<file path="src/rtl/tlb_unit.sv">
//------------------------------------------------------------------------------
// tlb_unit: fully associative dual-page MIPS32 joint TLB with search/probe/read/write ports | rev 1.0
//------------------------------------------------------------------------------
`default_nettype none

module tlb_unit #(
  parameter int TLBNUM = 16,
  parameter int IDXW   = 4
) (
  input  logic              clk,
  input  logic              reset,

  input  logic [18:0]       s0_vpn2,
  input  logic              s0_odd_page,
  input  logic [7:0]        s0_asid,
  output logic              s0_found,
  output logic [IDXW-1:0]   s0_index,
  output logic [19:0]       s0_pfn,
  output logic [2:0]        s0_c,
  output logic              s0_d,
  output logic              s0_v,

  input  logic [18:0]       s1_vpn2,
  input  logic              s1_odd_page,
  input  logic [7:0]        s1_asid,
  output logic              s1_found,
  output logic [IDXW-1:0]   s1_index,
  output logic [19:0]       s1_pfn,
  output logic [2:0]        s1_c,
  output logic              s1_d,
  output logic              s1_v,

  input  logic              tlbp_req,
  input  logic [18:0]       tlbp_vpn2,
  input  logic [7:0]        tlbp_asid,
  output logic              tlbp_done,
  output logic              tlbp_found,
  output logic [IDXW-1:0]   tlbp_index,

  input  logic              we,
  input  logic [IDXW-1:0]   w_index,
  input  logic [18:0]       w_vpn2,
  input  logic [7:0]        w_asid,
  input  logic [19:0]       w_pfn0,
  input  logic [2:0]        w_c0,
  input  logic              w_d0,
  input  logic              w_v0,
  input  logic              w_g0,
  input  logic [19:0]       w_pfn1,
  input  logic [2:0]        w_c1,
  input  logic              w_d1,
  input  logic              w_v1,
  input  logic              w_g1,

  input  logic              tlbr_req,
  input  logic [IDXW-1:0]   r_index,
  output logic              r_done,
  output logic [18:0]       r_vpn2,
  output logic [7:0]        r_asid,
  output logic [19:0]       r_pfn0,
  output logic [2:0]        r_c0,
  output logic              r_d0,
  output logic              r_v0,
  output logic              r_g0,
  output logic [19:0]       r_pfn1,
  output logic [2:0]        r_c1,
  output logic              r_d1,
  output logic              r_v1,
  output logic              r_g1
);

  // Entry storage
  logic [18:0] vpn2_q [TLBNUM];
  logic [7:0]  asid_q [TLBNUM];
  logic        glob_q [TLBNUM];
  logic [19:0] pfn0_q [TLBNUM];
  logic [2:0]  c0_q   [TLBNUM];
  logic        d0_q   [TLBNUM];
  logic        v0_q   [TLBNUM];
  logic [19:0] pfn1_q [TLBNUM];
  logic [2:0]  c1_q   [TLBNUM];
  logic        d1_q   [TLBNUM];
  logic        v1_q   [TLBNUM];

  // Registered probe/read results
  logic              tlbp_done_q;
  logic              tlbp_found_q;
  logic [IDXW-1:0]   tlbp_index_q;
  logic              r_done_q;
  logic [18:0]       r_vpn2_q;
  logic [7:0]        r_asid_q;
  logic              r_g_q;
  logic [19:0]       r_pfn0_q;
  logic [2:0]        r_c0_q;
  logic              r_d0_q;
  logic              r_v0_q;
  logic [19:0]       r_pfn1_q;
  logic [2:0]        r_c1_q;
  logic              r_d1_q;
  logic              r_v1_q;

  // Read-port next-state values (entry r_index as seen before the edge)
  logic [18:0]       r_vpn2_d;
  logic [7:0]        r_asid_d;
  logic              r_g_d;
  logic [19:0]       r_pfn0_d;
  logic [2:0]        r_c0_d;
  logic              r_d0_d;
  logic              r_v0_d;
  logic [19:0]       r_pfn1_d;
  logic [2:0]        r_c1_d;
  logic              r_d1_d;
  logic              r_v1_d;

  logic [IDXW:0]     s0_hit;
  logic [IDXW:0]     s1_hit;
  logic [IDXW:0]     p_hit;
  logic [24:0]       s0_page;
  logic [24:0]       s1_page;

  // Lowest-index match wins; returns {found, index}.
  function automatic logic [IDXW:0] hit(input logic [18:0] vpn2, input logic [7:0] asid);
    logic [IDXW:0] res;
    res = '0;
    for (int i = TLBNUM - 1; i >= 0; i--) begin
      if (vpn2_q[i] == vpn2 && (glob_q[i] || asid_q[i] == asid)) begin
        res = {1'b1, IDXW'(i)};
      end
    end
    return res;
  endfunction

  // Returns {pfn, c, d, v} of the selected page, zero on a miss.
  function automatic logic [24:0] page(input logic [IDXW:0] h, input logic odd);
    logic [24:0] res;
    res = '0;
    for (int i = 0; i < TLBNUM; i++) begin
      if (h[IDXW] && h[IDXW-1:0] == IDXW'(i)) begin
        res = odd ? {pfn1_q[i], c1_q[i], d1_q[i], v1_q[i]}
                  : {pfn0_q[i], c0_q[i], d0_q[i], v0_q[i]};
      end
    end
    return res;
  endfunction

  always_comb begin
    s0_hit  = hit(s0_vpn2, s0_asid);
    s1_hit  = hit(s1_vpn2, s1_asid);
    p_hit   = hit(tlbp_vpn2, tlbp_asid);
    s0_page = page(s0_hit, s0_odd_page);
    s1_page = page(s1_hit, s1_odd_page);
  end

  assign s0_found = s0_hit[IDXW];
  assign s0_index = s0_hit[IDXW-1:0];
  assign {s0_pfn, s0_c, s0_d, s0_v} = s0_page;
  assign s1_found = s1_hit[IDXW];
  assign s1_index = s1_hit[IDXW-1:0];
  assign {s1_pfn, s1_c, s1_d, s1_v} = s1_page;

  // Indices without a backing entry read back as zero.
  always_comb begin
    r_vpn2_d = '0;
    r_asid_d = '0;
    r_g_d    = 1'b0;
    r_pfn0_d = '0;
    r_c0_d   = '0;
    r_d0_d   = 1'b0;
    r_v0_d   = 1'b0;
    r_pfn1_d = '0;
    r_c1_d   = '0;
    r_d1_d   = 1'b0;
    r_v1_d   = 1'b0;
    for (int i = 0; i < TLBNUM; i++) begin
      if (r_index == IDXW'(i)) begin
        r_vpn2_d = vpn2_q[i];
        r_asid_d = asid_q[i];
        r_g_d    = glob_q[i];
        r_pfn0_d = pfn0_q[i];
        r_c0_d   = c0_q[i];
        r_d0_d   = d0_q[i];
        r_v0_d   = v0_q[i];
        r_pfn1_d = pfn1_q[i];
        r_c1_d   = c1_q[i];
        r_d1_d   = d1_q[i];
        r_v1_d   = v1_q[i];
      end
    end
  end

  always_ff @(posedge clk or posedge reset) begin
    if (reset) begin
      for (int i = 0; i < TLBNUM; i++) begin
        vpn2_q[i] <= '0;
        asid_q[i] <= '0;
        glob_q[i] <= 1'b0;
        pfn0_q[i] <= '0;
        c0_q[i]   <= '0;
        d0_q[i]   <= 1'b0;
        v0_q[i]   <= 1'b0;
        pfn1_q[i] <= '0;
        c1_q[i]   <= '0;
        d1_q[i]   <= 1'b0;
        v1_q[i]   <= 1'b0;
      end
    end else begin
      for (int i = 0; i < TLBNUM; i++) begin
        if (we && w_index == IDXW'(i)) begin
          vpn2_q[i] <= w_vpn2;
          asid_q[i] <= w_asid;
          glob_q[i] <= w_g0 & w_g1;
          pfn0_q[i] <= w_pfn0;
          c0_q[i]   <= w_c0;
          d0_q[i]   <= w_d0;
          v0_q[i]   <= w_v0;
          pfn1_q[i] <= w_pfn1;
          c1_q[i]   <= w_c1;
          d1_q[i]   <= w_d1;
          v1_q[i]   <= w_v1;
        end
      end
    end
  end

  always_ff @(posedge clk or posedge reset) begin
    if (reset) begin
      tlbp_done_q  <= 1'b0;
      tlbp_found_q <= 1'b0;
      tlbp_index_q <= '0;
    end else begin
      tlbp_done_q <= tlbp_req;
      if (tlbp_req) begin
        tlbp_found_q <= p_hit[IDXW];
        tlbp_index_q <= p_hit[IDXW-1:0];
      end
    end
  end

  always_ff @(posedge clk or posedge reset) begin
    if (reset) begin
      r_done_q <= 1'b0;
      r_vpn2_q <= '0;
      r_asid_q <= '0;
      r_g_q    <= 1'b0;
      r_pfn0_q <= '0;
      r_c0_q   <= '0;
      r_d0_q   <= 1'b0;
      r_v0_q   <= 1'b0;
      r_pfn1_q <= '0;
      r_c1_q   <= '0;
      r_d1_q   <= 1'b0;
      r_v1_q   <= 1'b0;
    end else begin
      r_done_q <= tlbr_req;
      if (tlbr_req) begin
        r_vpn2_q <= r_vpn2_d;
        r_asid_q <= r_asid_d;
        r_g_q    <= r_g_d;
        r_pfn0_q <= r_pfn0_d;
        r_c0_q   <= r_c0_d;
        r_d0_q   <= r_d0_d;
        r_v0_q   <= r_v0_d;
        r_pfn1_q <= r_pfn1_d;
        r_c1_q   <= r_c1_d;
        r_d1_q   <= r_d1_d;
        r_v1_q   <= r_v1_d;
      end
    end
  end

  assign tlbp_done  = tlbp_done_q;
  assign tlbp_found = tlbp_found_q;
  assign tlbp_index = tlbp_index_q;

  assign r_done = r_done_q;
  assign r_vpn2 = r_vpn2_q;
  assign r_asid = r_asid_q;
  assign r_pfn0 = r_pfn0_q;
  assign r_c0   = r_c0_q;
  assign r_d0   = r_d0_q;
  assign r_v0   = r_v0_q;
  assign r_g0   = r_g_q;
  assign r_pfn1 = r_pfn1_q;
  assign r_c1   = r_c1_q;
  assign r_d1   = r_d1_q;
  assign r_v1   = r_v1_q;
  assign r_g1   = r_g_q;

endmodule

`default_nettype wire

</file>
<file path="config.mk">
export PLATFORM = sky130hd
export DESIGN_NAME = tlb_unit
export DESIGN_NICKNAME = d
export VERILOG_FILES = /design/src/rtl/tlb_unit.sv
export SDC_FILE = /design/constraint.sdc
export NUM_CORES = 2
export LEC_CHECK = 0
export BUFFER_PORTS_ARGS = -buffer_cell sky130_fd_sc_hd__buf_2
export CAP_MARGIN = 15
export CORE_ASPECT_RATIO = 1.25
export CORE_UTILIZATION = 35
export CTS_CLUSTER_DIAMETER = 100
export DETAILED_ROUTE_END_ITERATION = 8
export GPL_ROUTABILITY_DRIVEN = 0
export PLACE_DENSITY = 0.54
export SLEW_MARGIN = 0
export SYNTH_ARGS = -nofsm -noshare
export SYNTH_HDL_FRONTEND = slang
export SYNTH_SLANG_ARGS = --single-unit
</file>
<file path="constraint.sdc">
create_clock -name clk -period 60.4 [get_ports clk]
set_input_delay 6.04 -clock clk [delete_from_list [all_inputs] [get_ports clk]]
set_output_delay 6.04 -clock clk [all_outputs]
set_load 0.01 [all_outputs]
</file>
==> summary.md <==
| Metric | Value |
|---|---|
| Worst slack, placed | 41.93 ns |
| Reg2reg setup slack | 56.66 ns |
| Critical Path Source | s0_vpn2[2] |
| Sequential fraction of the synthesis area | 38.0% |
| Max-cap viol count | 0 |
| Htree depth | 4 |
| CTS tree | built |
| CTS Hold Buffers Added | 0 |
| Distinct cell type count after synthesis | 76 |
| Most numerous cell in the Yosys netlist | dfrtp_1 |
| Clock Power Share | between 30% and 40% |
| Slew @ Worst Pin | 1.28 ns |
| Post-CTS Resized | 0 |
| Sw Ratio | 36.0% |
| Crit path cell chain | buf_2 > xor2_1 > nor4_1 > nand4_1 > or3_1 > a211oi_1 > o31ai_2 > a41oi_4 > buf_4 > inv_1 > buf_4 > nand2_1 > o2111ai_1 > a311oi_2 > o22a_1 > buf_2 |
| Largest net degree at the start of global routing | around 150 |
| Pwr Density | 33.3 nW/um^2 |
| Outcome | complete, but fails checks |
| Final Power | 3.24 mW |
| Violated checks | design-rule violations |
| GRT Util Overall | 32.9% |
| First-pass GRT wire length | 604000 um |
| Die Y | 562 um |
| Crit Path Max Fanout | 34 |
| Worst clock skew | 0.0707 ns |
| Final Worst Setup Slack | ~42 ns |
| Initial DRC count | 10900 |
| Core area | 250000 um^2 |
| Clock latency at the later pin of the worst-skew pair | 0.88 ns |
| Routed wire per std cell | 35.7 um |
| Commonest cells post-synth | 1333 x dfrtp_1, 1182 x mux2_2, 1152 x xor2_1, 693 x nand2_1, 613 x clkbuf_1 |
| Comb pwr share | 23.0% |
| Worst-path clk slew | 0.06 ns |
| F_max | 0.0538 GHz |
| PortBufs | 320 |
| Synth top area cells | dfrtp_1 38%, mux2_2 15%, xor2_1 11% |
| Setup bufs post-CTS | 0 |
| Detailed Routing Iterations Pass 1 | 9 |
| Slowest CP cell | a211oi_1 |
| CP peak stage delay | 0.90 ns |
| Setup_tns | 0 ns |
| Async set-reset flop share out of synthesis | 100% |
| RSZ-0062 raised after global routing | no |
| Cell taking the most area after synthesis | dfrtp_1 |
| Required @ worst endpoint | 54.36 ns |
| Setup violators final | 0 |
| Arrival time at the worst endpoint | 12.56 ns |
| Hold/Removal Path Class | flip-flop to flip-flop |
| Vias in the first global route | ~80000 |
| Register share of total power | 44.5% |
| Chip width | 450 um |
| Min Clock Period, post-route | between 15 and 20 ns |
| Grt total ovfl | 0 |
| Worst slew margin | 14.5% |
| Clk buf depth | 3 |
| Core Rows | 205 |
| DRC | 20 |
| Synth Area per Inst | 10.1 um^2 |
| #FFs+latches synth | about 1300 |
| Initial antenna violation count | 69 |
| Die area | 253000 um^2 |
| FF-to-FF End | tlbp_index[0] |
| RR Startpoint | asid_q[35] |
| Peak supply drop | 30.4 uV |
| Sw power | approximately 1.2 mW |
| Leakage | just over 40 nW |
| Synth Net Count | between 8000 and 9000 |
| Internal Pwr Total | 2.08 mW |
| Synth top area share | 38.0% |
| Share of cells above drive strength 1 | between 20% and 30% |
| CP endpoint | s0_pfn[18] |
| Num ports | 321 |
| CTS root buf | clkbuf_16 |
| Placed cell count | 11600 |
| Vias per cell | 6.64 |
| Routed Antenna Nets | 0 |
| Max-slew violations | 0 |
| Num CTS Buffers | 160 |
| Final wirelength | 427000 um |
| Synth Cell Area | just under 90000 um^2 |
| Vias | 79400 |
| Crit end category | primary output |
| Post-synth top flop | dfrtp_1 |
| Warnings from Yosys | 0 |
| Crit start category | primary input |
| Final period util | between 30% and 40% |
| Mapped Cells | 8688 |
| Clk sink count | 1333 |
| Worst R2R Path Depth | 10 |
| DP Wirelength | 281000 um |
| CP Class | primary input to primary output |
| Total Nets Final | 8652 |
| Area growth from synthesis to layout | 10.9% |
| Fin. Hold Viols | 0 |
| Post-synth EDFFs | 0 |
| Non-Filler Instances | roughly 12000 |
| Starting density of the core | a little over a third |
[critical path: cells and delay by family]
kind / cells / cell delay, ns
buffers and inverters: 5 / 2.52
AO/OA/AOI/OAI: 6 / 2.67
XOR/XNOR: 1 / 0.15
AND/OR/NAND/NOR: 4 / 1.09
[through the flow]
step	utilization [%]	hold WS (ns)	area (um^2)
global placement	36.7	0.498	91600
finish	39.0	0.508	97400
global route	39.0	0.544	97300
CTS	39.0	0.516	97300
floorplan	-	0.485	87800
detailed placement	36.7	0.501	91600
[cell type report]
| cell class | count | area, um^2 |
|---|---|---|
| clock inverters | 57 | 961 |
| repair buffers | 482 | 2930 |
| well taps | 3312 | 4140 |
| clock buffers | 231 | 4730 |
| diodes | 32 | 80.1 |
| flip-flops and latches | 1333 | 33400 |
| multi-input cells | 6485 | 51100 |
| inverters | 15 | 66.3 |
| fillers | 24600 | 152000 |
[kinds of logic (layout without fill, tap and decap cells)]
group	after synthesis	after routing	share of synthesized area, %
buffers and inverters	870	785	4.33
AO/OA/AOI/OAI	1695	1695	12.9
flip-flops	1333	1333	38.0
XOR/XNOR	1296	1296	12.9
AND/OR/NAND/NOR	1836	1836	9.91
multiplexers	1658	1658	22.0
other	0	32	0
[worst min path at each step]
stage / from / to / cells after the start
after global placement: r_vpn2[1] / r_vpn2[1] / 2
after detailed placement: r_vpn2[1] / r_vpn2[1] / 2
final: r_vpn2[1] / r_vpn2[1] / 2
after global routing: r_vpn2[1] / r_vpn2[1] / 2
after floorplan: pfn1_q[7] / pfn1_q[7] / 2
after CTS: r_vpn2[1] / r_vpn2[1] / 2
[power groups by stage]
stage                     clock network (mW)  registers [mW]  logic (mW)
after floorplan                            0            1.30       0.557
after global placement                     0            1.43       0.707
after detailed placement                   0            1.43       0.724
after CTS                               1.06            1.42       0.728
after global routing                    1.10            1.45       0.795
final                                   1.05            1.44       0.745
[layer usage]
layer / vias to the layer above / global-route usage, % / part of all wire (%) / wire length (um)
li1: 31300 / - / - / -
met1: 39900 / 36.9 / 35 / 147000
met2: 5935 / 51.1 / 44 / 189000
met3: 2205 / 10.0 / 10 / 44700
met4: 36 / 28.1 / 11 / 44900
met5: - / 0.151 / 0.056 / 240
[cell usage in the layout (no fill, tap or decap), types with 25 or more instances in the layout]
cell       instances
nand3_1           71
mux2_2          1182
xnor2_1          144
dfrtp_1         1333
a21oi_1          512
nor4_1           296
diode_2           32
clkbuf_8          44
clkbuf_16        161
a31oi_1           86
nor3_1            74
o221ai_1          68
nor2_1           342
o2111ai_1         25
a2111oi_0         49
a211oi_1          81
o22a_1            33
a22oi_1          193
o22ai_1          103
o21ai_0          222
xor2_1          1152
clkbuf_1          26
a221oi_1         125
nand4_1           97
buf_2            318
nand2_1          682
or3_1             61
buf_4            152
mux4_2            98
nor2b_1           98
a222oi_1          56
o211ai_1          37
mux2i_1          378
[flip-flops by register name, indices dropped and copies added, names as in the netlist, 8 cells and up]
register  cells
r_pfn1       20
r_pfn0       20
r_asid        8
pfn0_q      320
c1_q         48
d1_q         16
d0_q         16
pfn1_q      320
c0_q         48
glob_q       16
asid_q      128
vpn2_q      304
r_vpn2       19
v0_q         16
v1_q         16
No activity file was read; power rests on OpenSTA's default activity.
